`src/rtl/parking_occupancy_counter.sv`:
```
// Parking-lot gate monitor: decodes two photo-sensor sequences into car
// enter/exit events and keeps a saturating two-digit BCD occupancy count
// for the HEX decoders, with registered full/empty flags and event pulses.
module parking_occupancy_counter #(
    parameter int unsigned CAPACITY = 25
) (
    input  logic       clk,
    input  logic       reset_n,
    input  logic       sensor_a,
    input  logic       sensor_b,
    output logic [3:0] count_ones,
    output logic [3:0] count_tens,
    output logic       full,
    output logic       empty,
    output logic       enter_pulse,
    output logic       exit_pulse
);

    localparam int unsigned DIGIT_W = 4;
    localparam int unsigned PAIR_W  = 2;

    localparam logic [DIGIT_W-1:0] CAP_ONES  = DIGIT_W'(CAPACITY % 10);
    localparam logic [DIGIT_W-1:0] CAP_TENS  = DIGIT_W'(CAPACITY / 10);
    localparam logic [DIGIT_W-1:0] DIGIT_MAX = DIGIT_W'(9);
    localparam logic [DIGIT_W-1:0] DIGIT_ONE = DIGIT_W'(1);
    localparam logic [DIGIT_W-1:0] DIGIT_ZERO = DIGIT_W'(0);

    // Sensor pair encodings as seen after synchronization: {a, b}.
    localparam logic [PAIR_W-1:0] AB_NONE  = 2'b00;
    localparam logic [PAIR_W-1:0] AB_INNER = 2'b01;
    localparam logic [PAIR_W-1:0] AB_OUTER = 2'b10;
    localparam logic [PAIR_W-1:0] AB_BOTH  = 2'b11;

    typedef enum logic [2:0] {
        IDLE     = 3'd0,
        ENT1     = 3'd1,
        ENT2     = 3'd2,
        ENT3     = 3'd3,
        EXT1     = 3'd4,
        EXT2     = 3'd5,
        EXT3     = 3'd6,
        WAIT_CLR = 3'd7
    } state_t;

    state_t state;
    state_t state_nxt;

    logic a_meta;
    logic a_sync;
    logic b_meta;
    logic b_sync;
    logic [PAIR_W-1:0] ab_c;

    logic enter_ev_c;
    logic exit_ev_c;
    logic at_cap_c;
    logic at_zero_c;
    logic [DIGIT_W-1:0] ones_nxt_c;
    logic [DIGIT_W-1:0] tens_nxt_c;

    // Two-flop synchronizers for the asynchronous gate sensors.
    always_ff @(posedge clk or negedge reset_n) begin
        if (!reset_n) begin
            a_meta <= 1'b0;
            a_sync <= 1'b0;
            b_meta <= 1'b0;
            b_sync <= 1'b0;
        end else begin
            a_meta <= sensor_a;
            a_sync <= a_meta;
            b_meta <= sensor_b;
            b_sync <= b_meta;
        end
    end

    assign ab_c = {a_sync, b_sync};

    // Gate sequence state register.
    always_ff @(posedge clk or negedge reset_n) begin
        if (!reset_n) begin
            state <= IDLE;
        end else begin
            state <= state_nxt;
        end
    end

    // Next-state decode of the synchronized sensor pair.
    always_comb begin
        state_nxt = state;
        case (state)
            IDLE: begin
                case (ab_c)
                    AB_OUTER: state_nxt = ENT1;
                    AB_INNER: state_nxt = EXT1;
                    AB_BOTH:  state_nxt = WAIT_CLR;
                    AB_NONE:  state_nxt = IDLE;
                endcase
            end
            ENT1: begin
                case (ab_c)
                    AB_OUTER: state_nxt = ENT1;
                    AB_BOTH:  state_nxt = ENT2;
                    AB_NONE:  state_nxt = IDLE;
                    AB_INNER: state_nxt = WAIT_CLR;
                endcase
            end
            ENT2: begin
                case (ab_c)
                    AB_BOTH:  state_nxt = ENT2;
                    AB_INNER: state_nxt = ENT3;
                    AB_OUTER: state_nxt = ENT1;
                    AB_NONE:  state_nxt = WAIT_CLR;
                endcase
            end
            ENT3: begin
                case (ab_c)
                    AB_INNER: state_nxt = ENT3;
                    AB_NONE:  state_nxt = IDLE;
                    AB_BOTH:  state_nxt = ENT2;
                    AB_OUTER: state_nxt = WAIT_CLR;
                endcase
            end
            EXT1: begin
                case (ab_c)
                    AB_INNER: state_nxt = EXT1;
                    AB_BOTH:  state_nxt = EXT2;
                    AB_NONE:  state_nxt = IDLE;
                    AB_OUTER: state_nxt = WAIT_CLR;
                endcase
            end
            EXT2: begin
                case (ab_c)
                    AB_BOTH:  state_nxt = EXT2;
                    AB_OUTER: state_nxt = EXT3;
                    AB_INNER: state_nxt = EXT1;
                    AB_NONE:  state_nxt = WAIT_CLR;
                endcase
            end
            EXT3: begin
                case (ab_c)
                    AB_OUTER: state_nxt = EXT3;
                    AB_NONE:  state_nxt = IDLE;
                    AB_BOTH:  state_nxt = EXT2;
                    AB_INNER: state_nxt = WAIT_CLR;
                endcase
            end
            WAIT_CLR: begin
                if (ab_c == AB_NONE) begin
                    state_nxt = IDLE;
                end
            end
            default: state_nxt = IDLE;
        endcase
    end

    // Event decode: a car completes only when the last beam clears from stage 3.
    always_comb begin
        enter_ev_c = 1'b0;
        exit_ev_c  = 1'b0;
        if (ab_c == AB_NONE) begin
            enter_ev_c = (state == ENT3);
            exit_ev_c  = (state == EXT3);
        end
    end

    // Saturating BCD count update; digits are stepped directly in BCD.
    always_comb begin
        ones_nxt_c = count_ones;
        tens_nxt_c = count_tens;
        at_cap_c   = (count_tens == CAP_TENS) && (count_ones == CAP_ONES);
        at_zero_c  = (count_tens == DIGIT_ZERO) && (count_ones == DIGIT_ZERO);
        if (enter_ev_c && !at_cap_c) begin
            if (count_ones == DIGIT_MAX) begin
                ones_nxt_c = DIGIT_ZERO;
                tens_nxt_c = count_tens + DIGIT_ONE;
            end else begin
                ones_nxt_c = count_ones + DIGIT_ONE;
            end
        end else if (exit_ev_c && !at_zero_c) begin
            if (count_ones == DIGIT_ZERO) begin
                ones_nxt_c = DIGIT_MAX;
                tens_nxt_c = count_tens - DIGIT_ONE;
            end else begin
                ones_nxt_c = count_ones - DIGIT_ONE;
            end
        end
    end

    // Registered count, status flags and event pulses, all on the event edge.
    always_ff @(posedge clk or negedge reset_n) begin
        if (!reset_n) begin
            count_ones  <= DIGIT_ZERO;
            count_tens  <= DIGIT_ZERO;
            full        <= 1'b0;
            empty       <= 1'b1;
            enter_pulse <= 1'b0;
            exit_pulse  <= 1'b0;
        end else begin
            count_ones  <= ones_nxt_c;
            count_tens  <= tens_nxt_c;
            full        <= (tens_nxt_c == CAP_TENS) && (ones_nxt_c == CAP_ONES);
            empty       <= (tens_nxt_c == DIGIT_ZERO) && (ones_nxt_c == DIGIT_ZERO);
            enter_pulse <= enter_ev_c;
            exit_pulse  <= exit_ev_c;
        end
    end

endmodule

```
`config.mk`:
```
export PLATFORM = sky130hd
export DESIGN_NAME = parking_occupancy_counter
export DESIGN_NICKNAME = d
export VERILOG_FILES = /design/src/rtl/parking_occupancy_counter.sv
export SDC_FILE = /design/constraint.sdc
export NUM_CORES = 1
export LEC_CHECK = 0
export BUFFER_PORTS_ARGS = -buffer_cell sky130_fd_sc_hd__buf_2
export CORE_UTILIZATION = 55
export CTS_BUF_LIST = sky130_fd_sc_hd__clkbuf_8 sky130_fd_sc_hd__clkbuf_16
export DETAILED_ROUTE_END_ITERATION = 6
export PLACE_DENSITY = 0.88
export SYNTH_ARGS = -nofsm -noshare
export SYNTH_HDL_FRONTEND = slang
export SYNTH_SLANG_ARGS = --single-unit
```
`constraint.sdc`:
```
create_clock -name clk -period 2.4 [get_ports clk]
set_input_delay 0.24 -clock clk [delete_from_list [all_inputs] [get_ports clk]]
set_output_delay 0.24 -clock clk [all_outputs]
set_load 0.1 [all_outputs]
```
==> flow_summary.toml, run 1 <==
[status]
status = "finished, final reports clean"

[drt]
drc = 0
drtPass1Iterations = 5
first_iter_violations = 81
avgViaCountPerCell = 6.79
avgRoutedWirePerCell_um = 18.7
dr_total_vias = 1358
ant_nets = 0
drt-total-wl_um = 3750

[logic_synthesis]
ys_seq_area_share_pct = 34.0
synth_edf_count = 0
yosys.area_share.simple_pct = 24.0
ys_types = 48
ys_ff_latch = 19
yosysWarningCount = 0
synth_area_per_cell_um2 = 9.36
synthAdderAreaFrac_pct = 8.91
synthCells = 150
synth_compound_area_share_pct = 21.2
synth_top_family_by_area = "simple AND/OR/NAND/NOR gates"
synth.area.mux_share_pct = 2.23
synth_area_um2 = 1400
synth_fp_nets = 164
ys.flop_type = "dfrtp_1"
synthArstFlopShare_pct = 100
synth-xor-area-share_pct = 1.87

[placed_design]
port_buffers = 15
place_area_um2 = 1500
place_congestion = 0.995
dp_hpwl_um = 2500
dp_cells = 191

[sta]
fin_crit_ps = 2280
timing.setup.tns_ps = 0
relSlewSlack_pct = 57.0
fmax_ghz = 0.439
finalHoldViolations = 0
setup_viol = 0
rsz0062_at_grt = "false"
maxSlewViolCount = 0
min_period_over_period_pct = 95.0
skew_ps = 4.17
worst_pin_slew_ps = 635

[worst_hold_path]
whs_path_depth = 1
hold_path_class = "input port to flop"
min_from = "sensor_b"
hold_path_end = "b_meta$_DFF_PN0_"

[floorplanning]
io_pins = 16
die_y_um = 52.5
coreArea_um2 = 2320
rows = 17
dieArea_um2 = 2760
die_w_um = 52.5
start_util_pct = 60.6

[clock_network]
cts.sinks = 19
root_buffer = "clkbuf_8"
clk-insertion-delay-late_ps = 260
tritoncts = "yes"
tritoncts.num_buffers = 3
clk_path_buf_depth = 2
htreeDepth = 1
path_clk_slew_ps = 80

[critical_path]
crit_path_end_kind = "flop"
critPathRequiredTime_ps = 2560
worstReg2RegStart = "count_ones[3]$_DFF_PN0_"
crit_type = "flop to flop"
r2r_slack_ps = 120
reg2reg_depth = 5
r2r_end = "full$_DFF_PN0_"
cp_max_fo = 9
crit_arrival_ps = 2440
startpoint_type = "flop"

[final_layout]
fin_area_um2 = 1610
final_cell_mix = "dfrtp_1 (17), buf_2 (15), nor2_1 (11)"
areaGrowthSynthToFinish_pct = 14.6
final_cells = 200
antenna_cells = 0
layout_commonest_cell = "dfrtp_1"
drive_above_1_share_pct = 26.2
final_nets = 187

[job]
maxCapViolCount = 0

[global_routing]
gr-usage-all-layers_pct = 30.6
first_global_vias = 1247
grt_pass1_wl_um = 6040
grt_max_degree = 20
antenna_found_initial = 0
overflow = 0

[power]
total_power_mw = 2.03
p_leak_nw = 0.710
ir_drop_v = 0.000991
power.density_nw_per_um2 = 1260
[state kept, by name, summed over array words and instances (netlist names)]
| name | flops |
|---|---|
| count_ones | 4 |
| count_tens | 4 |
| state | 3 |
| a_meta | 1 |
| a_sync | 1 |
| b_meta | 1 |
| b_sync | 1 |
| empty | 1 |
| enter_pulse | 1 |
| exit_pulse | 1 |
| full | 1 |
[cells by family (layout without fill, tap and decap cells)]
group                    Yosys count  count (layout)
multiplexers                       3               3
AO/OA/AOI/OAI                     42              42
XOR/XNOR                           3               3
buffers and inverters             20              42
adder cells (fa/ha/maj)           10              10
AND/OR/NAND/NOR                   53              53
flip-flops                        19              19
[Yosys cell counts, types with 2 or more instances]
library cell  instances  area, µm²
a2111oi_0             2       17.5
a211oi_1              4       30.0
a21oi_1              10       50.1
a221o_1               2       20.0
a31oi_1               3       18.8
buf_2                 2       10.0
buf_6                 3       33.8
clkbuf_1              2       7.51
dfrtp_1              18        450
ha_1                 10        125
inv_1                12       45.0
mux2i_1               2       20.0
nand2_1               7       26.3
nand2b_1              3       18.8
nand3_1               4       20.0
nand4b_1              3       26.3
nor2_1               11       41.3
nor2b_1               2       12.5
nor3_1                7       35.0
nor4_1                3       18.8
nor4b_1               2       17.5
o21a_1                2       15.0
o21ai_0               5       25.0
o22ai_1               2       12.5
o311ai_0              3       26.3
o31ai_1               2       15.0
xnor2_1               3       26.3
[repair_timing]
action	CTS	global route
gates resized for setup	2	5
setup buffers	2	2
pin swaps	0	1
hold buffers	1	0
endpoints found under the hold margin	18	0
endpoints found under the setup margin	1	2
gates cloned	0	0
[critical path: stages (launching register included)]
cell	delay, ps
dfrtp_1	490
nor4b_1	630
a21oi_1	270
a211oi_1	330
o211ai_1	180
nor4b_2	290
[worst max path at each step]
stage,from,endpoint,slack [ps],cells past startpoint
floorplan,count_tens[1]$_DFF_PN0_,full$_DFF_PN0_,7,7
global placement,a_sync$_DFF_PN0_,full$_DFF_PN0_,170,7
detailed placement,b_sync$_DFF_PN0_,full$_DFF_PN0_,-4,7
CTS,a_sync$_DFF_PN0_,full$_DFF_PN0_,70,7
global route,count_ones[0]$_DFF_PN0_,full$_DFF_PN0_,10,5
finish,count_ones[3]$_DFF_PN0_,full$_DFF_PN0_,120,5
[cell type report]
type	instances	area, µm²
clock buffer	3	41.3
clock inverter	1	5.00
fill	175	709
inverter	12	48.8
multi-input combinational	111	841
sequential	19	478
tap	28	35.0
timing repair buffer	26	160
[report_power, final]
group,internal (mW),leakage [nW],switching [mW]
Combinational,0.365,0.457,0.840
Sequential,0.406,0.227,0.182
Clock,0.116,0.0255,0.120
Total,0.887,0.710,1.14
[routing by layer]
| layer | vias up | wire length [µm] | global-route usage [%] |
|---|---|---|---|
| li1 | 611 | - | - |
| met4 | 0 | 180 | 11.4 |
| met2 | 97 | 1800 | 49.2 |
| met3 | 27 | 309 | 6.38 |
| met1 | 623 | 1460 | 40.1 |
| met5 | - | 0 | 0 |
[metrics by stage]
stage                     hold slack, ps  setup slack, ps  utilization, %
after floorplan                    -55.6             7.24               -
after global placement               196              166            64.5
after detailed placement             207            -4.25            64.5
after CTS                           78.6             66.1            67.9
after global routing                73.9             14.2            69.4
final                               79.6              121            69.4
Note: power is estimated with default switching activity, not from simulation.
==> run 2, diff against run 1 <==
SETUP_SLACK_MARGIN = 0.15   (was default)
SKIP_LAST_GASP = 1   (was default)
==> flow_summary.toml, run 2 (synthesized netlist as in run 1, its figures left out) <==
[critical_path]
crit_path_end_kind = "flop"
startpoint_type = "flop"
critPathRequiredTime_ps = 2570
cp_max_fo = 9
crit_type = "flop to flop"
crit_arrival_ps = 2320

[sta]
setup_viol = 0
maxSlewViolCount = 0
rsz0062_at_grt = "false"
relSlewSlack_pct = 61.1
fmax_ghz = 0.465
timing.setup.tns_ps = 0
worst_pin_slew_ps = 578
skew_ps = 4.11
fin_crit_ps = 2150
timing.final.ws_setup_ps = 247
min_period_over_period_pct = 89.7
finalHoldViolations = 0

[drt]
route.met3.wl_um = 277
drtPass1Iterations = 5
wl_met2_um = 1560
dr_total_vias = 1265
ant_nets = 0
avgViaCountPerCell = 6.52
first_iter_violations = 91
topRoutingLayerUsed = "met4"
avgRoutedWirePerCell_um = 16.2
drt-total-wl_um = 3140
drc = 0
met1_length_um = 1260

[clock_network]
tritoncts = "yes"
cts.sinks = 19
clk_path_buf_depth = 2
path_clk_slew_ps = 80
clk-insertion-delay-late_ps = 260
htreeDepth = 1
root_buffer = "clkbuf_8"
tritoncts.num_buffers = 3

[floorplanning]
die_w_um = 52.5
io_pins = 16
rows = 17
start_util_pct = 60.6
die_y_um = 52.5
coreArea_um2 = 2320
dieArea_um2 = 2760

[final_layout]
final_cell_mix = "buf_2 (15), dfrtp_1 (12), nor2_1 (11)"
final_nets = 181
multi_input_area_um2 = 841
area.sequential_um2 = 484
drive_above_1_share_pct = 27.1
layout_commonest_cell = "buf_2"
fill_cells = 174
antenna_cells = 0
areaGrowthSynthToFinish_pct = 11.8
reg.largest.list = "count_ones (4), count_tens (4), state (3)"

[worst_hold_path]
hold_path_class = "input port to flop"

[power]
ir_drop_v = 0.000970
p_leak_nw = 0.679
power.density_nw_per_um2 = 1270
total_power_mw = 1.99

[status]
status = "finished, final reports clean"

[global_routing]
grt_pass1_wl_um = 5330
antenna_found_initial = 0
overflow = 0
first_global_vias = 1119
grt_max_degree = 20
gr-usage-all-layers_pct = 26.7

[job]
maxCapViolCount = 0

[placed_design]
port_buffers = 15
detailedPlace.worstSlack_ps = 63.4
place_congestion = 0.979
dp_hpwl_um = 2230
-- run 2: power breakdown --
group / switching (mW) / total, mW / internal [mW] / leakage, nW
logic: 0.786 / 1.13 / 0.342 / 0.434
clock network: 0.117 / 0.235 / 0.117 / 0.0217
registers: 0.209 / 0.623 / 0.414 / 0.223
-- run 2: worst max-delay path, stage by stage, from the launching register on --
cell      delay [ps]
dfrtp_1          430
inv_2            130
ha_4             180
nand4b_4         170
or4_4            590
a21boi_2         180
o22ai_2          100
nor4b_2          280
-- run 2: what timing repair did --
item	CTS	global route
pin swaps	1	1
endpoints found under the hold margin	18	0
hold buffers	1	0
gates resized for setup	5	2
setup endpoints to repair	2	2
setup buffers	0	1
-- run 2: cell type report --
cell class / count / area share [%]
clock buffer: 3 / 2.63
multi-input combinational: 111 / 53.6
clock inverter: 1 / 0.478
tap: 28 / 2.23
inverter: 12 / 2.87
sequential: 19 / 30.9
timing repair buffer: 20 / 7.34
-- run 2: path summary, 6_finish.rpt --
path	start	slack, ps	depth (start not counted)	end
setup / recovery	b_sync$_DFF_PN0_	250	7	full$_DFF_PN0_
hold / removal	sensor_b	80	1	b_meta$_DFF_PN0_
setup reg to reg	b_sync$_DFF_PN0_	250	7	full$_DFF_PN0_
hold reg to reg	b_meta$_DFF_PN0_	360	0	b_sync$_DFF_PN0_
max in group asynchronous	reset_n	1640	2	empty$_DFF_PN1_
min in group asynchronous	reset_n	440	2	state[0]$_DFFE_PN0P_
-- run 2: stage by stage --
step                      area, µm²  util, %  cells  hold slack [ps]
after floorplan                1410        -    150            -55.6
after global placement         1480     63.8    188              194
after detailed placement       1480     63.8    188              203
after CTS                      1560     67.4    193             76.6
after global routing           1570     67.7    194             69.2
final                          1570     67.7    194             76.3
-- run 2: per-layer routing --
layer / vias to the layer above / global-route usage, %
met3: 4 / 3.48
met2: 78 / 43.9
met1: 591 / 35.9
li1: 592 / -
met4: 0 / 8.77
met5: - / 0
